<file path="config.mk">
export PLATFORM = sky130hd
export DESIGN_NAME = register_bank
export DESIGN_NICKNAME = d
export VERILOG_FILES = /design/src/rtl/regbank_pkg.sv /design/src/rtl/regbank_read_port.sv /design/src/rtl/register_bank.sv
export SDC_FILE = /design/constraint.sdc
export NUM_CORES = 2
export LEC_CHECK = 0
export CAP_MARGIN = 20
export CORE_AREA = 2 2 355 357
export CTS_CLUSTER_SIZE = 20
export DETAILED_ROUTE_END_ITERATION = 10
export DIE_AREA = 0 0 357 359
export PLACE_DENSITY_LB_ADDON = 0.3
export REMOVE_ABC_BUFFERS = 1
export SLEW_MARGIN = 20
export SYNTH_ARGS = -nofsm -noshare
export SYNTH_HDL_FRONTEND = slang
export SYNTH_HIERARCHICAL = 1
export SYNTH_SLANG_ARGS = --single-unit
</file>
<file path="constraint.sdc">
create_clock -name clk -period 8 [get_ports clk]
set_input_delay 2.4 -clock clk [delete_from_list [all_inputs] [get_ports clk]]
set_output_delay 2.4 -clock clk [all_outputs]
set_load 0.01 [all_outputs]
</file>
<file path="src/rtl/regbank_pkg.sv">
// regbank_pkg: register indices, RegDst encodings and reset constants shared by the register bank.
package regbank_pkg;
  localparam logic [4:0] REG_ZERO = 5'd0;
  localparam logic [4:0] REG_SP = 5'd29;
  localparam logic [4:0] REG_S8 = 5'd30;
  localparam logic [4:0] REG_RA = 5'd31;
  localparam logic [2:0] RD_RT = 3'b000;
  localparam logic [2:0] RD_RD = 3'b001;
  localparam logic [2:0] RD_RA = 3'b010;
  localparam logic [2:0] RD_SP = 3'b011;
  localparam logic [2:0] RD_S8 = 3'b100;
  localparam logic [31:0] SP_RESET_VAL = 32'd227;
endpackage

</file>
<file path="src/rtl/regbank_read_port.sv">
// regbank_read_port: combinational read with $zero forcing; write-through forwarding when REGBANK_BYPASS_EN is defined.
module regbank_read_port #(
  parameter int DATA_W = 32,
  parameter int ADDR_W = 5
) (
  input  logic [2**ADDR_W-1:0][DATA_W-1:0] i_regs,
  input  logic [ADDR_W-1:0]                i_idx,
`ifdef REGBANK_BYPASS_EN
  input  logic                             i_we,
  input  logic                             i_rst,
  input  logic [ADDR_W-1:0]                i_widx,
  input  logic [DATA_W-1:0]                i_wdata,
`endif
  output logic [DATA_W-1:0]                o_data
);
`ifdef REGBANK_BYPASS_EN
  logic w_hit;
  assign w_hit = i_we && !i_rst && i_widx != '0 && i_widx == i_idx;
  assign o_data = (i_idx == '0) ? '0 : w_hit ? i_wdata : i_regs[i_idx];
`else
  assign o_data = (i_idx == '0) ? '0 : i_regs[i_idx];
`endif
endmodule

</file>
<file path="src/rtl/register_bank.sv">
// register_bank: 32x32 MIPS GPR file, $zero hardwired, $sp reset to stack top; REGBANK_BYPASS_EN enables write-through reads.
module register_bank
  import regbank_pkg::*;
#(
  parameter int DATA_W = 32,
  parameter int ADDR_W = 5,
  parameter int SP_IDX = 29,
  parameter logic [DATA_W-1:0] SP_RESET = SP_RESET_VAL[DATA_W-1:0]
) (
  input  logic              clk,
  input  logic              reset,
  input  logic              reg_write,
  input  logic [ADDR_W-1:0] read_reg1,
  input  logic [ADDR_W-1:0] read_reg2,
  input  logic [ADDR_W-1:0] write_reg,
  input  logic [DATA_W-1:0] write_data,
  output logic [DATA_W-1:0] read_data1,
  output logic [DATA_W-1:0] read_data2
);
  logic [2**ADDR_W-1:0][DATA_W-1:0] r_regs;
  always_ff @(posedge clk) begin
    if (reset) begin
      r_regs <= '0;
      r_regs[SP_IDX] <= SP_RESET;
    end else if (reg_write && write_reg != '0) begin
      r_regs[write_reg] <= write_data;
    end
  end
  regbank_read_port #(.DATA_W(DATA_W), .ADDR_W(ADDR_W)) u_rp1 (
    .i_regs(r_regs),
    .i_idx(read_reg1),
`ifdef REGBANK_BYPASS_EN
    .i_we(reg_write),
    .i_rst(reset),
    .i_widx(write_reg),
    .i_wdata(write_data),
`endif
    .o_data(read_data1)
  );
  regbank_read_port #(.DATA_W(DATA_W), .ADDR_W(ADDR_W)) u_rp2 (
    .i_regs(r_regs),
    .i_idx(read_reg2),
`ifdef REGBANK_BYPASS_EN
    .i_we(reg_write),
    .i_rst(reset),
    .i_widx(write_reg),
    .i_wdata(write_data),
`endif
    .o_data(read_data2)
  );
endmodule

</file>
# Word-level counts from Yosys, hierarchy flattened
# Cells that the tools add are included.
totals:
  regBits: 1024
  latch_bits: 0
  ramBits: 0
  romBits: 0
  in_bits: 50
  out_inout_bits: 64
  elab_cells: 50
  n_memories: 0
classes:
  addsub: 0
  mul: 0
  n_div: 0
  n_lt_le_gt_ge: 4
  n_eq_ne: 0
  shift: 0
  muxes: 9
  bitwise_logic: 0
  n_reduce_logical: 5
ops:
  columns: ["op", "n"]
  rows:
  - ["bitwise mux 1024 bit", 1]
  - ["binary-select mux 32 bit (select 5 bit)", 2]
  - ["demux 32 bit (select 5 bit)", 1]
  - ["two-way mux 32 bit", 5]
  - ["< comparator 5 x 6 -> 1 bit (second input constant)", 3]
  - ["logical NOT 5 bit", 2]
  - ["greater-or-equal comparator 5 x 1 -> 1 bit (second input constant)", 1]
  - ["nonzero test 5 bit", 1]
  - ["logical AND 1 bit", 2]

# Longest topological paths before layout
logic_depth:
  word_depth: 5
  depth_mapped: 7

# By module
# The synthesis kept the hierarchy.
modules_own_cells:
  columns: ["module", "n_inst", "cells_each", "area_each_um2", "seq_area_each_um2"]
  rows:
  - ["register_bank", 1, 3433, 38856.0, 20499.7]
  - ["regbank_read_port", 2, 664, 8368.0, 0.0]

# Worst setup path before layout
# OpenSTA, ideal clock, no wires.
synth_path:
  path_type: "in2out"
  startpoint: "input port read_reg1[0]"
  endpoint: "output port read_data1[14]"
  t_arrival_ps: 3737
  t_required_ps: 5600
  setup_slack_ps: 1863
  path_stages: 7
  n_path_buf: 4
  path_cell_list: "buf_4 > inv_2 > buf_4 > buf_4 > clkbuf_1 > o2111ai_1 > a311oi_1"
synth_via:
  elab_chain_len: 3
  elab_cells_between_ends: 4
  classes_between: "mux: 3; reduce/logical: 1"
synth_rtl:
  columns: ["element", "line_no", "rtl"]
  rows:
  - ["start, declared", "register_bank.sv:13", "input logic [ADDR_W-1:0] read_reg1,"]
  - ["binary-select mux 32 bit (select 5 bit)", "regbank_read_port.sv:21", "assign o_data = (i_idx == '0) ? '0 : i_regs[i_idx];"]
  - ["two-way mux 32 bit (not written as such)", "regbank_read_port.sv:21", null]
  - ["two-way mux 32 bit *", "regbank_read_port.sv:21", null]
  - ["end, declared", "register_bank.sv:17", "output logic [DATA_W-1:0] read_data1,"]
# Mark *: on every way between the ends. The rest lies on a longest branch, timed or not. The select of a mux whose other input is x is not followed.

# Worst setup path after layout
layout_path:
  startpoint: "input port read_reg1[2]"
  endpoint: "output port read_data1[0]"
# Same word-level chain as after synthesis.

==> impl_metrics.toml <==
[outcome]
status = "finished, final reports clean"

[sta]
worst_pin_slew_ps = 1200
fin_crit_sh_pct = 94.4
fmax_mhz = 132
setup_viol = 0
max_slew_margin_pct = 20.1
tns_ps = 0
skew_ps = 0
period_minus_slack_ps = 7550
slew_viol_final = 0
hold_violations = 0
holdWs_ps = 479
setup_ws_ps = 446
grt_setup_unrepaired = "no"

[pwr]
powerDensity_mw_per_mm2 = 191
p_leak_nw = 27.4
ir_worst_vdd_mv = 0.152

[worst_hold_path]
hold_class = "reg -> reg"
hp-start = "r_regs[7]$_SDFFE_PP0P_"

[layout]
final_area_sq_mm = 0.0614
area_delta_synth_final_pct = 10.5
top_regs = "r_regs x1024"
final_core_util_pct = 49.3
drive_above_1_share_pct = 19.5
fin_nets = 4651
largest_reg_flops = 1024
final_cell_mix = "mux2i_1, dfxtp_1, nand2b_1, mux4_2, clkbuf_16"
layout_commonest_cell = "mux2i_1"
regMostFlops = "r_regs"

[detailed_routing]
drt_iter0_drc = 3729
via_per_inst = 6.10
ant_nets = 0
totalWireLength_um = 174000
route.detailed.drc = 0
vias = 38700
firstDrtPassIters = 6
wl_per_cell_um = 27.5

[setup_path]
cp-startpoint = "read_reg1[2]"
critPathLaunchType = "primary input"
critical_path_class = "in -> out"
cp.required_ps = 5600
crit_path_max_fanout = 57
endpoint_kind = "output port"
rr_startpoint = "r_regs[929]$_SDFFE_PP1P_"
worst-endpoint-arrival_ps = 5150

[yosys]
synthArstFlopShare_pct = 0
synth_top_area_cell = "dfxtp_1"
yosys_register_bits = 1024
yosysSeqAreaShare_pct = 36.9
synth_top_cells_by_area = "dfxtp_1, mux2i_1, mux4_2"
yosysUniqueCellTypes = 38
synthCells = 4761
syn_area_sq_mm = 0.0556
syn_avg_cell_area_sq_um = 11.7
synth_edf_count = 0
synth_top_area_share_pct = 36.9
synth-main-ff-cell = "dfxtp_1"
ys_warn_count = 6

[global_routing]
grt_pass1_vias = 38400
antenna_found_initial = 2
grt.total_usage_pct = 26.7
grt_pass1_wl_um = 258000
grt_max_degree = 192
grt_overflow = 0

[clock_tree]
clk_pin_slew_ps = 60
cts_buffers = 111
postCtsSetupRepairBufs = 0
hold_buffers = 0
root_buffer = "clkbuf_16"
cts_sinks = 1024
clock_latency_ps = 700
cts_max_path_buffers = 3
tritoncts = "built"
ctsResizeCount = 0
htree_levels = 3

[floorplan]
fp.coreArea_sq_mm = 0.125
row_count = 130
die-area_sq_mm = 0.128
pin_count = 114
dieHeight_um = 359
die_x_um = 357
start_util_pct = 44.6

[placement]
pre_cts_ws_ps = 498
numPortBuffers = 113
globalplace.congestion = 0.801
hpwl_um = 95800
placedInstanceArea_sq_mm = 0.0576

[job]
cap_viol_max_count = 0
==> worst max-delay path: stages <==
cell,delay [ps]
buf_8,430
buf_12,360
mux4_2,270
mux2_2,200
o21ai_1,90
a311oi_1,560
clkdlybuf4s50_1,670
==> cell type report <==
class / instances / area (sq um)
flip-flops and latches: 1024 / 20500
clock inverters: 43 / 549
diodes: 1 / 2.50
repair buffers: 248 / 2510
well taps: 1650 / 2060
inverters: 2 / 12.5
multi-input cells: 3214 / 32500
clock buffers: 165 / 3320
fillers: 11100 / 63200
==> cell usage after synthesis (5+ instances only) <==
master / number
and2_1: 5
nor2_1: 6
a21boi_0: 5
a211o_1: 5
a311oi_1: 60
nand2_2: 15
nand2b_1: 1021
nand2_1: 46
clkbuf_1: 258
a211oi_1: 64
nor2b_1: 100
a221oi_1: 48
mux4_2: 448
buf_6: 38
buf_2: 93
dfxtp_1: 1024
mux2i_1: 1115
buf_4: 122
clkbuf_4: 6
o2111ai_1: 16
o21ai_1: 106
mux2_2: 64
a22oi_1: 64
==> metrics by stage <==
step / power (mW) / instances
6_report: 11.7 / 6347
5_1_grt: 12.0 / 6346
4_1_cts: 11.8 / 6346
3_5_place_dp: 6.34 / 6138
3_3_place_gp: 6.33 / 6138
2_1_floorplan: 5.72 / 4240
==> report_power, final <==
group	leakage, nW	internal (mW)	total (mW)	switching [mW]
combinational	17.2	0.433	1.07	0.638
clock	1.90	3.24	5.47	2.23
sequential	8.25	5.14	5.16	0.0266
==> routing by layer <==
metal  track usage [%]  part of all wire, %
met4              8.67                  3.3
met1              37.6                   43
met5                 0                    0
met3              4.39                  7.6
met2              41.8                   46
==> cells by family (layout without fill, tap and decap cells) <==
logic type	count (synthesis)	count (layout)	share of synthesized area, %
compound gates	378	378	4.96
buf+inv	523	458	5.16
other cells	0	1	0
mux	1627	1627	39.5
simple gates	1209	1209	13.5
flops	1024	1024	36.9
==> path summary, 6_finish.rpt <==
kind | slack, ps | depth (start not counted) | end
worst max-delay path | 450 | 7 | read_data1[0]
worst min-delay path | 480 | 1 | r_regs[7]$_SDFFE_PP0P_
worst max register to register | 7080 | 2 | r_regs[929]$_SDFFE_PP1P_
worst min register to register | 480 | 1 | r_regs[7]$_SDFFE_PP0P_
Power figures use the tool's default switching activity.
